## config.mk

```make
export PLATFORM = sky130hd
export DESIGN_NAME = imm_encoder
export DESIGN_NICKNAME = d
export VERILOG_FILES = /design/src/rtl/imm_encoder.sv
export SDC_FILE = /design/constraint.sdc
export NUM_CORES = 1
export LEC_CHECK = 0
export ABC_CLOCK_PERIOD_IN_PS = 2300
export CAP_MARGIN = 20
export CORE_MARGIN = 2
export CORE_UTILIZATION = 51
export CTS_CLUSTER_SIZE = 30
export DETAILED_ROUTE_END_ITERATION = 12
export GPL_ROUTABILITY_DRIVEN = 0
export GPL_TIMING_DRIVEN = 1
export PLACE_DENSITY = 0.91
export SYNTH_ARGS = -nofsm -noshare
export SYNTH_HDL_FRONTEND = slang
export SYNTH_SLANG_ARGS = --single-unit
```

## constraint.sdc

```tcl
create_clock -name clk -period 2.3 [get_ports clk]
set_clock_uncertainty 0.15 [all_clocks]
set_input_delay 0.23 -clock clk [delete_from_list [all_inputs] [get_ports clk]]
set_output_delay 0.23 -clock clk [all_outputs]
set_load 0.01 [all_outputs]
```

## src/rtl/imm_encoder.sv

```systemverilog
// Packs an immediate into the scattered I/S/B/U/J fields of an RV32I instruction word.
// Two-stage valid/ready pipeline (range check, then packing) with saturating good/bad counters.
module imm_encoder #(
    parameter int CNT_W = 16
) (
    input  logic             clk,
    input  logic             rst_n,
    input  logic             in_valid,
    output logic             in_ready,
    input  logic [2:0]       in_op,
    input  logic [31:0]      in_imm,
    input  logic [31:0]      in_inst,
    output logic             out_valid,
    input  logic             out_ready,
    output logic [31:0]      out_inst,
    output logic             out_err,
    input  logic             cnt_clr,
    output logic [CNT_W-1:0] cnt_ok,
    output logic [CNT_W-1:0] cnt_err
);

    localparam logic [2:0] OP_I = 3'b000;
    localparam logic [2:0] OP_S = 3'b001;
    localparam logic [2:0] OP_B = 3'b010;
    localparam logic [2:0] OP_U = 3'b011;
    localparam logic [2:0] OP_J = 3'b100;

    localparam logic [CNT_W-1:0] CNT_MAX = {CNT_W{1'b1}};
    localparam logic [CNT_W-1:0] CNT_ONE = {{(CNT_W-1){1'b0}}, 1'b1};

    logic        s1_valid;
    logic [2:0]  s1_op;
    logic [31:0] s1_imm;
    logic [31:0] s1_inst;
    logic        s1_err;
    logic        s2_valid;
    logic        s1_adv;
    logic        s2_adv;
    logic        err_chk;
    logic [31:0] packed_word;

    // Handshake: a transfer happens on a rising edge where valid && ready; valid
    // holds with its data until taken, ready is combinational and may depend on
    // the downstream ready (no skid buffer).
    assign s2_adv    = !s2_valid || out_ready;
    assign s1_adv    = !s1_valid || s2_adv;
    assign in_ready  = s1_adv;
    assign out_valid = s2_valid;

    // Sign-extension checks: the dropped upper bits must all equal the kept sign bit.
    always_comb begin
        err_chk = 1'b1;
        case (in_op)
            OP_I, OP_S: err_chk = !((&in_imm[31:11]) || (~|in_imm[31:11]));
            OP_B:       err_chk = !((&in_imm[31:12]) || (~|in_imm[31:12])) || in_imm[0];
            OP_U:       err_chk = |in_imm[11:0];
            OP_J:       err_chk = !((&in_imm[31:20]) || (~|in_imm[31:20])) || in_imm[0];
            default:    err_chk = 1'b1;
        endcase
    end

    always_comb begin
        packed_word = s1_inst;
        case (s1_op)
            OP_I: packed_word[31:20] = s1_imm[11:0];
            OP_S: begin
                packed_word[31:25] = s1_imm[11:5];
                packed_word[11:7]  = s1_imm[4:0];
            end
            OP_B: begin
                packed_word[31]    = s1_imm[12];
                packed_word[30:25] = s1_imm[10:5];
                packed_word[11:8]  = s1_imm[4:1];
                packed_word[7]     = s1_imm[11];
            end
            OP_U: packed_word[31:12] = s1_imm[31:12];
            OP_J: begin
                packed_word[31]    = s1_imm[20];
                packed_word[30:21] = s1_imm[10:1];
                packed_word[20]    = s1_imm[11];
                packed_word[19:12] = s1_imm[19:12];
            end
            default: packed_word = s1_inst;
        endcase
    end

    always_ff @(posedge clk or negedge rst_n) begin
        if (!rst_n) begin
            s1_valid <= 1'b0;
            s1_op    <= 3'b000;
            s1_imm   <= 32'h0;
            s1_inst  <= 32'h0;
            s1_err   <= 1'b0;
        end else if (s1_adv) begin
            s1_valid <= in_valid;
            if (in_valid) begin
                s1_op   <= in_op;
                s1_imm  <= in_imm;
                s1_inst <= in_inst;
                s1_err  <= err_chk;
            end
        end
    end

    // Output registers only load on a real transfer, so a stalled result stays stable.
    always_ff @(posedge clk or negedge rst_n) begin
        if (!rst_n) begin
            s2_valid <= 1'b0;
            out_inst <= 32'h0;
            out_err  <= 1'b0;
        end else if (s2_adv) begin
            s2_valid <= s1_valid;
            if (s1_valid) begin
                out_inst <= packed_word;
                out_err  <= s1_err;
            end
        end
    end

    always_ff @(posedge clk or negedge rst_n) begin
        if (!rst_n) begin
            cnt_ok  <= '0;
            cnt_err <= '0;
        end else if (cnt_clr) begin
            cnt_ok  <= '0;
            cnt_err <= '0;
        end else if (s2_valid && out_ready) begin
            if (out_err) begin
                if (cnt_err != CNT_MAX) cnt_err <= cnt_err + CNT_ONE;
            end else begin
                if (cnt_ok != CNT_MAX) cnt_ok <= cnt_ok + CNT_ONE;
            end
        end
    end

endmodule

```

After elaboration in Yosys (flattened, before gate mapping)

Index checks and enable logic that the tools add are counted.

Register bits after elaboration: 135
Input port bits: 72
Output and inout port bits: 67
Word-level logic and storage cells: 72

Add/sub/neg operators: 2
Equal/unequal tests: 11
Multiplexer cells: 13
Reduce and logical (&&, ||, !) cells: 36

Operator list:

| cell                                                             | count |
|---|---|
| 16-bit two-way mux                                               | 8 |
| 16-bit by 1-bit adder with 16-bit output (second input constant) | 2 |
| 16-bit inequality test (second input constant)                   | 2 |
| 7-bit case mux with 4 select lines                               | 1 |
| 12-bit OR reduction                                              | 2 |
| 21-bit AND reduction                                             | 1 |
| 21-bit OR reduction                                              | 1 |
| 20-bit AND reduction                                             | 1 |
| 20-bit OR reduction                                              | 1 |
| 5-bit case mux with 3 select lines                               | 1 |
| 3-bit by 2-bit == test with 1-bit output (second input constant) | 4 |
| 12-bit AND reduction                                             | 1 |
| 5-bit case mux with 2 select lines                               | 1 |
| 1-bit logical NOT                                                | 8 |
| 8-bit two-way mux                                                | 1 |
| 2-bit nonzero test                                               | 4 |
| 1-bit logical OR                                                 | 7 |
| 3-bit by 1-bit == test with 1-bit output (second input constant) | 2 |
| 3-bit == test (second input constant)                            | 2 |
| 3-bit logical NOT                                                | 2 |
| 3-bit AND reduction                                              | 2 |
| 2-bit OR reduction                                               | 3 |
| 1-bit case mux with 4 select lines                               | 1 |
| 2-bit AND reduction                                              | 2 |
| other kinds (2)                                                  | 2 |

Longest topological paths before layout

Gate-level depths: netlist of run 1.

Word-level depth: 6
Mapped depth: 8
Gate-level depth less buffers: 6

Worst setup path before layout of run 1

No wires, ideal clock.

Path type: reg2reg
Start: reg cnt_err[2]
End: reg cnt_err[15]
Library setup time: 136 ps
Data arrival time: 1637 ps
Required time: 2014 ps
Slack: 376 ps
Stages on the path, launching flop included: 8
Buffers on the path: 2
Clock period less this slack: 1924 ps
Cells stage by stage: dfrtp_1 > and4_1 > buf_4 > and2_1 > buf_6 > a211oi_1 > a21o_1 > a21oi_1

Word-level cells in the longest chain between the ends: 5
Elaborated cells between the ends (all ways): 8
Classes of those cells: add/sub: 1; eq/ne: 1; mux: 4; reduce/logical: 2

RTL lines:

| item                                     | line | text |
|---|---|---|
| from (decl)                              | 19   | `output logic [CNT_W-1:0] cnt_err` |
| from (signal assigned)                   | 129  | `if (cnt_err != CNT_MAX) cnt_err <= cnt_err + CNT_ONE;` |
| 16-bit by 1-bit adder with 16-bit output | 129  |  |
| 16-bit two-way mux                       | 129  |  |
| 16-bit two-way mux                       | 128  | `if (out_err) begin` |
| 16-bit two-way mux                       | 127  | `end else if (s2_valid && out_ready) begin` |
| 16-bit two-way mux                       | 124  | `end else if (cnt_clr) begin` |

Parallel ways exist; a longest one is shown, timed or not. The select of a mux whose other input is x is not followed.
A chain may end at the register's enable or synchronous reset.

Worst setup path after layout of run 1

Start: reg s2_valid (netlist: out_valid)
End: out in_ready

Word-level cells in the longest chain between the ends: 3

RTL lines:

| item                   | line | text |
|---|---|---|
| from (decl)            | 36   | `logic s2_valid;` |
| from (signal assigned) | 112  | `s2_valid <= s1_valid;` |
| 1-bit logical NOT      | 45   | `assign s2_adv = !s2_valid \|\| out_ready;` |
| 1-bit logical OR       | 45   |  |
| 1-bit logical OR       | 46   | `assign s1_adv = !s1_valid \|\| s2_adv;` |
| to (decl)              | 9    | `output logic in_ready,` |

Every way passes these cells.

==> impl_metrics.csv, run 1 <==
group,metric,value,unit
cells_and_area,fillers,808,
synthesis,synth-edff-count,0,
worst_setup_path,crit_fanout,6,
worst_setup_path,slowest_delay,0.60,ns
clock_tree,clkLatencyLatePin,0.43,ns
pwr,leakage,3.68,nW
worst_setup_path,required,1.92,ns
route,via_count,5409,
global_routing,grt_antenna_before_repair,0,
clock_tree,clk_pin_slew,0.06,ns
pwr,p_total,7.11,mW
global_routing,grt_util_all_layers,0.260,
clock_tree,cts_resized,0,
pwr,vdd_drop_max,582,uV
synthesis,synth.avg_cell_area,9.96,um^2
clock_tree,cts_setup_buffers,0,
global_routing,grt_pass1_vias,5414,
route,drc_errors,0,
clock_tree,root_buffer,"clkbuf_16",
route,wl_per_cell,17.7,um
synthesis,ys_warn_count,0,
timing,max_freq,0.483,GHz
floorplanning,initial_core_util,0.523,
synthesis,ys_types,48,
floorplanning,die_h,115,um
timing,maxSlewViolCount,0,
cells_and_area,multi_input_area,2730,um^2
cells_and_area,final_util,0.709,
route,viasPerCell,5.81,
synthesis,synth_seq_cells,135,
route,first_iter_violations,593,
timing,whs,0.178,ns
cells_and_area,nets,846,
timing,tightest_slew,0.587,ns
timing,report.final.hold_viol_count,0,
run,cap_violations,0,
floorplanning,rows,40,
route,final_antenna_net_count,0,
cells_and_area,syn2layout_area_growth,35.6,%
cells_and_area,final_cell_mix,"151 x nand2_1, 137 x clkdlybuf4s50_1, 135 x dfrtp_1",
worst_setup_path,critPathSlowestCell,"clkdlybuf4s50_1",
timing,max_slew_margin,0.609,
worst_setup_path,start_kind,"register",
floorplanning,die_w,115,um
worst_hold_path,hp-class,"in -> reg",
synthesis,syn_nets,704,
route,drt-pass1-iter-count,5,
clock_tree,cts_tree,"built",
placement,portBuffers,138,
worst_setup_path,cp_cell_sequence,"nand3b_1 -> clkdlybuf4s50_1",
timing,min_period,2.07,ns
status,status,"complete, no violations",
synthesis,synthCells,630,
worst_setup_path,crit_type,"reg -> out",
timing,rsz0062_at_grt,"no",
clock_tree,cts-buffers-inserted,17,
clock_tree,clock_sinks,135,
synthesis,synth_flop_cell,"dfrtp_1",
clock_tree,ctsLongestPathBuffers,2,
clock_tree,htreeDepth,4,
synthesis,syn_area,6280,um^2
cells_and_area,diodes,0,
route,routed_wirelength,16.5,mm
global_routing,grt_overflow,0,
cells_and_area,drive_above_1_share,0.124,
placement,dp_hpwl,11.7,mm
worst_setup_path,critical_path_arrival,1.69,ns
cells_and_area,register_area,3380,um^2
floorplanning,die_area,13200,um^2
global_routing,grt_max_degree,61,
synthesis,seq_area_frac_synth,0.538,
cells_and_area,layout_commonest_cell,"nand2_1",
timing,setup_tns,0,ns
pwr,power.density,835,nW/um^2
timing,period_share,0.901,
clock_tree,ctsHoldBuffers,1,
timing,setup_viol,0,
floorplanning,io_pins,139,
global_routing,grt_pass1_wl,26.6,mm
worst_setup_path,cp-end-kind,"output pin",
synthesis,async_flop_share,1.00,
floorplanning,core-area,12000,um^2
worst max-delay path, delay by kind of cell, from the launching register on:
| kind | cells | cell delay, ns |
|---|---|---|
| buffers and inverters | 1 | 0.60 |
| DFF | 1 | 0.46 |
| and+or+nand+nor | 1 | 0.21 |
cells in the mapped netlist (3+ instances only):
cell type    n  area (um^2)
nand2_1    151          567
dfrtp_1    135         3380
nor2_1      46          173
mux2_2      39          439
a21oi_1     25          125
o21ai_0     25          125
clkbuf_1    23         86.3
xnor2_1     20          175
mux2i_1     19          190
nand3_1     14         70.1
nand4_1     10         62.6
nor3_1      10         50.1
nor4_1      10         62.6
a211oi_1     8         60.1
a22oi_1      7         52.6
xor2_1       7         61.3
a22o_1       6         52.6
and2_1       6         37.5
buf_2        6         30.0
and4_1       5         43.8
buf_1        5         18.8
o211ai_1     5         37.5
and3_1       4         25.0
inv_1        4         15.0
nand2b_1     4         25.0
nand3b_1     3         22.5
nor3b_1      3         22.5
or3_1        3         18.8
sequential cells by signal (all words and copies together), names as in the netlist:
signal,count
out_inst,32
s1_imm,32
s1_inst,32
cnt_err,16
cnt_ok,16
s1_op,3
out_err,1
out_valid,1
s1_err,1
s1_valid,1
final timing paths:
kind                               end        start  slack (ns)  cells past startpoint
max reg2reg                cnt_err[15]   cnt_err[2]        0.26                      5
min                        s1_inst[31]  in_inst[31]        0.18                      3
min in group asynchronous   s1_inst[4]        rst_n        0.20                      2
max                           in_ready    out_valid        0.23                      2
min reg2reg                out_inst[3]   s1_inst[3]        0.32                      2
max in group asynchronous   s1_imm[22]        rst_n        1.16                      3
final cells by class:
cell class | instances | share of cell area
Timing Repair Buffer | 159 | 0.189
Clock buffer | 19 | 0.0520
Tap cell | 147 | 0.0216
Multi-Input combinational cell | 455 | 0.321
Clock inverter | 12 | 0.0181
Inverter | 4 | 0.00176
Sequential cell | 135 | 0.397
per-stage QoR:
stage	worst slack (ns)	instance area (um^2)	instances
floorplan	0.376	6280	630
global placement	0.0233	7900	899
detailed placement	-0.0524	7900	899
CTS	0.232	8510	931
global route	0.109	8510	931
finish	0.228	8510	931
where the power goes:
part | internal (mW) | total [mW] | switching, mW
logic | 0.757 | 1.42 | 0.663
clock network | 1.72 | 2.74 | 1.02
registers | 2.70 | 2.95 | 0.242
total | 5.18 | 7.11 | 1.93
kinds of logic after synthesis:
kind of cell	synth area share
fa+ha+maj	0.00399
compound gates	0.0905
mux	0.104
flops	0.538
simple gates	0.199
xor+xnor	0.0377
buf+inv	0.0269
metal layers:
layer,share of wire,vias up,GRT usage
met1,0.41,2651,0.320
met3,0.066,44,0.0685
li1,-,2473,-
met2,0.50,241,0.434
met5,0,-,0
met4,0.028,0,0.112
No activity file was read; power rests on OpenSTA's default activity.
==> run 2, diff against run 1 <==
CORE_MARGIN = 5   (was 2)
HOLD_SLACK_MARGIN = 0.02   (was not set)
SKIP_CTS_REPAIR_TIMING = 1   (was not set)
==> run 2 against run 1 <==
Net effect: flip-flop and latch count unchanged; register-to-register slack got worse by 0.05 ns; critical path type is now reg -> reg; clock power decreased by 6%; final area decreased by 0.51%; clock-buffer cell count increased by 7; maximum frequency decreased by 0.65%; combinational power about the same; non-clock buffer count unchanged; utilization decreased by 0.66 points.
==> impl_metrics.csv, run 2 (synthesis gave the netlist of run 1 again) <==
group,metric,value,unit
cells_and_area,fin_area,8470,um^2
global_routing,grt_overflow,0,
worst_setup_path,required,2.44,ns
timing,setup_tns,0,ns
route,final_antenna_net_count,0,
cells_and_area,final_util,0.702,
worst_setup_path,crit_type,"reg -> reg",
timing,tightest_slew,0.530,ns
clock_tree,clkLatencyLatePin,0.42,ns
clock_tree,clock_sinks,135,
pwr,vdd_drop_max,501,uV
clock_tree,root_buffer,"clkbuf_16",
pwr,p_clk_frac,0.371,
status,status,"complete, no violations",
worst_setup_path,r2r_start,"cnt_err[2]",
global_routing,grt_antenna_before_repair,0,
timing,max_freq,0.480,GHz
pwr,p_comb_frac,0.203,
timing,min_period,2.09,ns
pwr,leakage,3.65,nW
floorplanning,die_h,121,um
worst_hold_path,hp-start,"in_inst[1]",
worst_setup_path,critical_path_arrival,2.23,ns
worst_hold_path,whs_path_depth,3,
timing,report.final.hold_viol_count,0,
cells_and_area,final_cell_mix,"151 x nand2_1, 137 x clkdlybuf4s50_1, 135 x dfrtp_1",
floorplanning,io_pins,139,
timing,layout_setup_ws,0.215,ns
clock_tree,htreeDepth,4,
global_routing,grt_max_degree,59,
pwr,seq_power_share,0.426,
worst_setup_path,r2r_setup_slack,0.21,ns
route,drc_errors,0,
cells_and_area,fillers,872,
route,drt-pass1-iter-count,5,
timing,maxSlewViolCount,0,
floorplanning,core-area,12100,um^2
clock_tree,cts-buffers-inserted,17,
pwr,swShare,0.264,
timing,setup_viol,0,
floorplanning,rows,40,
cells_and_area,nets,846,
clock_tree,ctsLongestPathBuffers,2,
worst_hold_path,holdPathEnd,"s1_inst[1]",
timing,max_slew_margin,0.647,
route,via_count,5294,
floorplanning,initial_core_util,0.520,
worst_setup_path,reg2reg_to,"cnt_err[10]",
cells_and_area,layout_commonest_cell,"nand2_1",
pwr,intPower,5.09,mW
timing,period_share,0.907,
route,wl_per_cell,17.2,um
placement,place_inst,920,
clock_tree,cts_tree,"built",
worst_setup_path,crit_fanout,7,
worst_setup_path,ff2ff_path_depth,5,
run,cap_violations,0,
placement,portBuffers,138,
pwr,power.density,817,nW/um^2
floorplanning,die_area,14600,um^2
worst_setup_path,cp-end-kind,"register",
floorplanning,die_w,121,um
timing,rsz0062_at_grt,"no",
route,first_iter_violations,565,
clock_tree,clk_pin_slew,0.06,ns
global_routing,grt_util_all_layers,0.230,
cells_and_area,drive_above_1_share,0.115,
placement,place_ws,0.0198,ns
cells_and_area,final_cells,952,
route,routed_wirelength,16.3,mm
worst_setup_path,start_kind,"register",
global_routing,grt_pass1_vias,5264,
worst_hold_path,hp-class,"in -> reg",
route,viasPerCell,5.56,
placement,placedInstanceArea,7910,um^2
global_routing,grt_pass1_wl,26.6,mm
cells_and_area,syn2layout_area_growth,34.9,%
pwr,power.switching,1.83,mW
placement,dp_hpwl,11.7,mm
cells_and_area,reg.largest.list,"out_inst: 32 flops, s1_imm: 32 flops, s1_inst: 32 flops",
==> run 2: worst max-delay path by stage <==
stage | startpoint | endpoint | slack (ns)
finish | cnt_err[2] | cnt_err[10] | 0.21
detailed placement | in_imm[13] | s1_err | 0.02
global route | cnt_err[2] | cnt_err[14] | 0.12
CTS | cnt_err[2] | cnt_err[10] | 0.21
global placement | in_imm[13] | s1_err | 0.06
floorplan | cnt_err[2] | cnt_err[15] | 0.38
==> run 2: routing by layer <==
layer / share of wire / vias up / GRT usage
li1: - / 2471 / -
met1: 0.41 / 2589 / 0.291
met2: 0.49 / 201 / 0.375
met4: 0.026 / 0 / 0.101
met3: 0.071 / 33 / 0.0573
met5: 0 / - / 0
==> run 2: per-stage QoR <==
stage	total power [mW]	hold slack, ns
after global routing	7.24	0.193
after floorplan	3.62	-0.216
after CTS	6.97	-0.354
after global placement	4.32	0.0706
after detailed placement	4.38	0.0849
final	6.92	0.190
==> run 2: power by group through the flow <==
| stage | Combinational [mW] | Sequential, mW | Clock (mW) |
|---|---|---|---|
| 2_1_floorplan | 0.639 | 2.98 | 0 |
| 3_3_place_gp | 1.36 | 2.96 | 0 |
| 3_5_place_dp | 1.40 | 2.98 | 0 |
| 4_1_cts | 1.42 | 2.95 | 2.61 |
| 5_1_grt | 1.53 | 2.99 | 2.72 |
| 6_report | 1.40 | 2.95 | 2.57 |
==> run 2: layout make-up <==
cell class,instances,area [um^2],share of cell area
Clock buffer,26,479,0.0566
Sequential cell,135,3380,0.399
Clock inverter,4,70.1,0.00828
Multi-Input combinational cell,455,2730,0.323
Inverter,4,15.0,0.00177
Tap cell,168,210,0.0248
Timing Repair Buffer,159,1580,0.187
Antenna cell,1,2.50,0.000296
==> run 2: critical path, cell delays in order, from the launching register on <==
cell and delay, ns:
dfrtp_1 0.45, and4_1 0.38, or3b_4 0.46, nor3b_1 0.29
xnor2_1 0.17, nor2_1 0.06
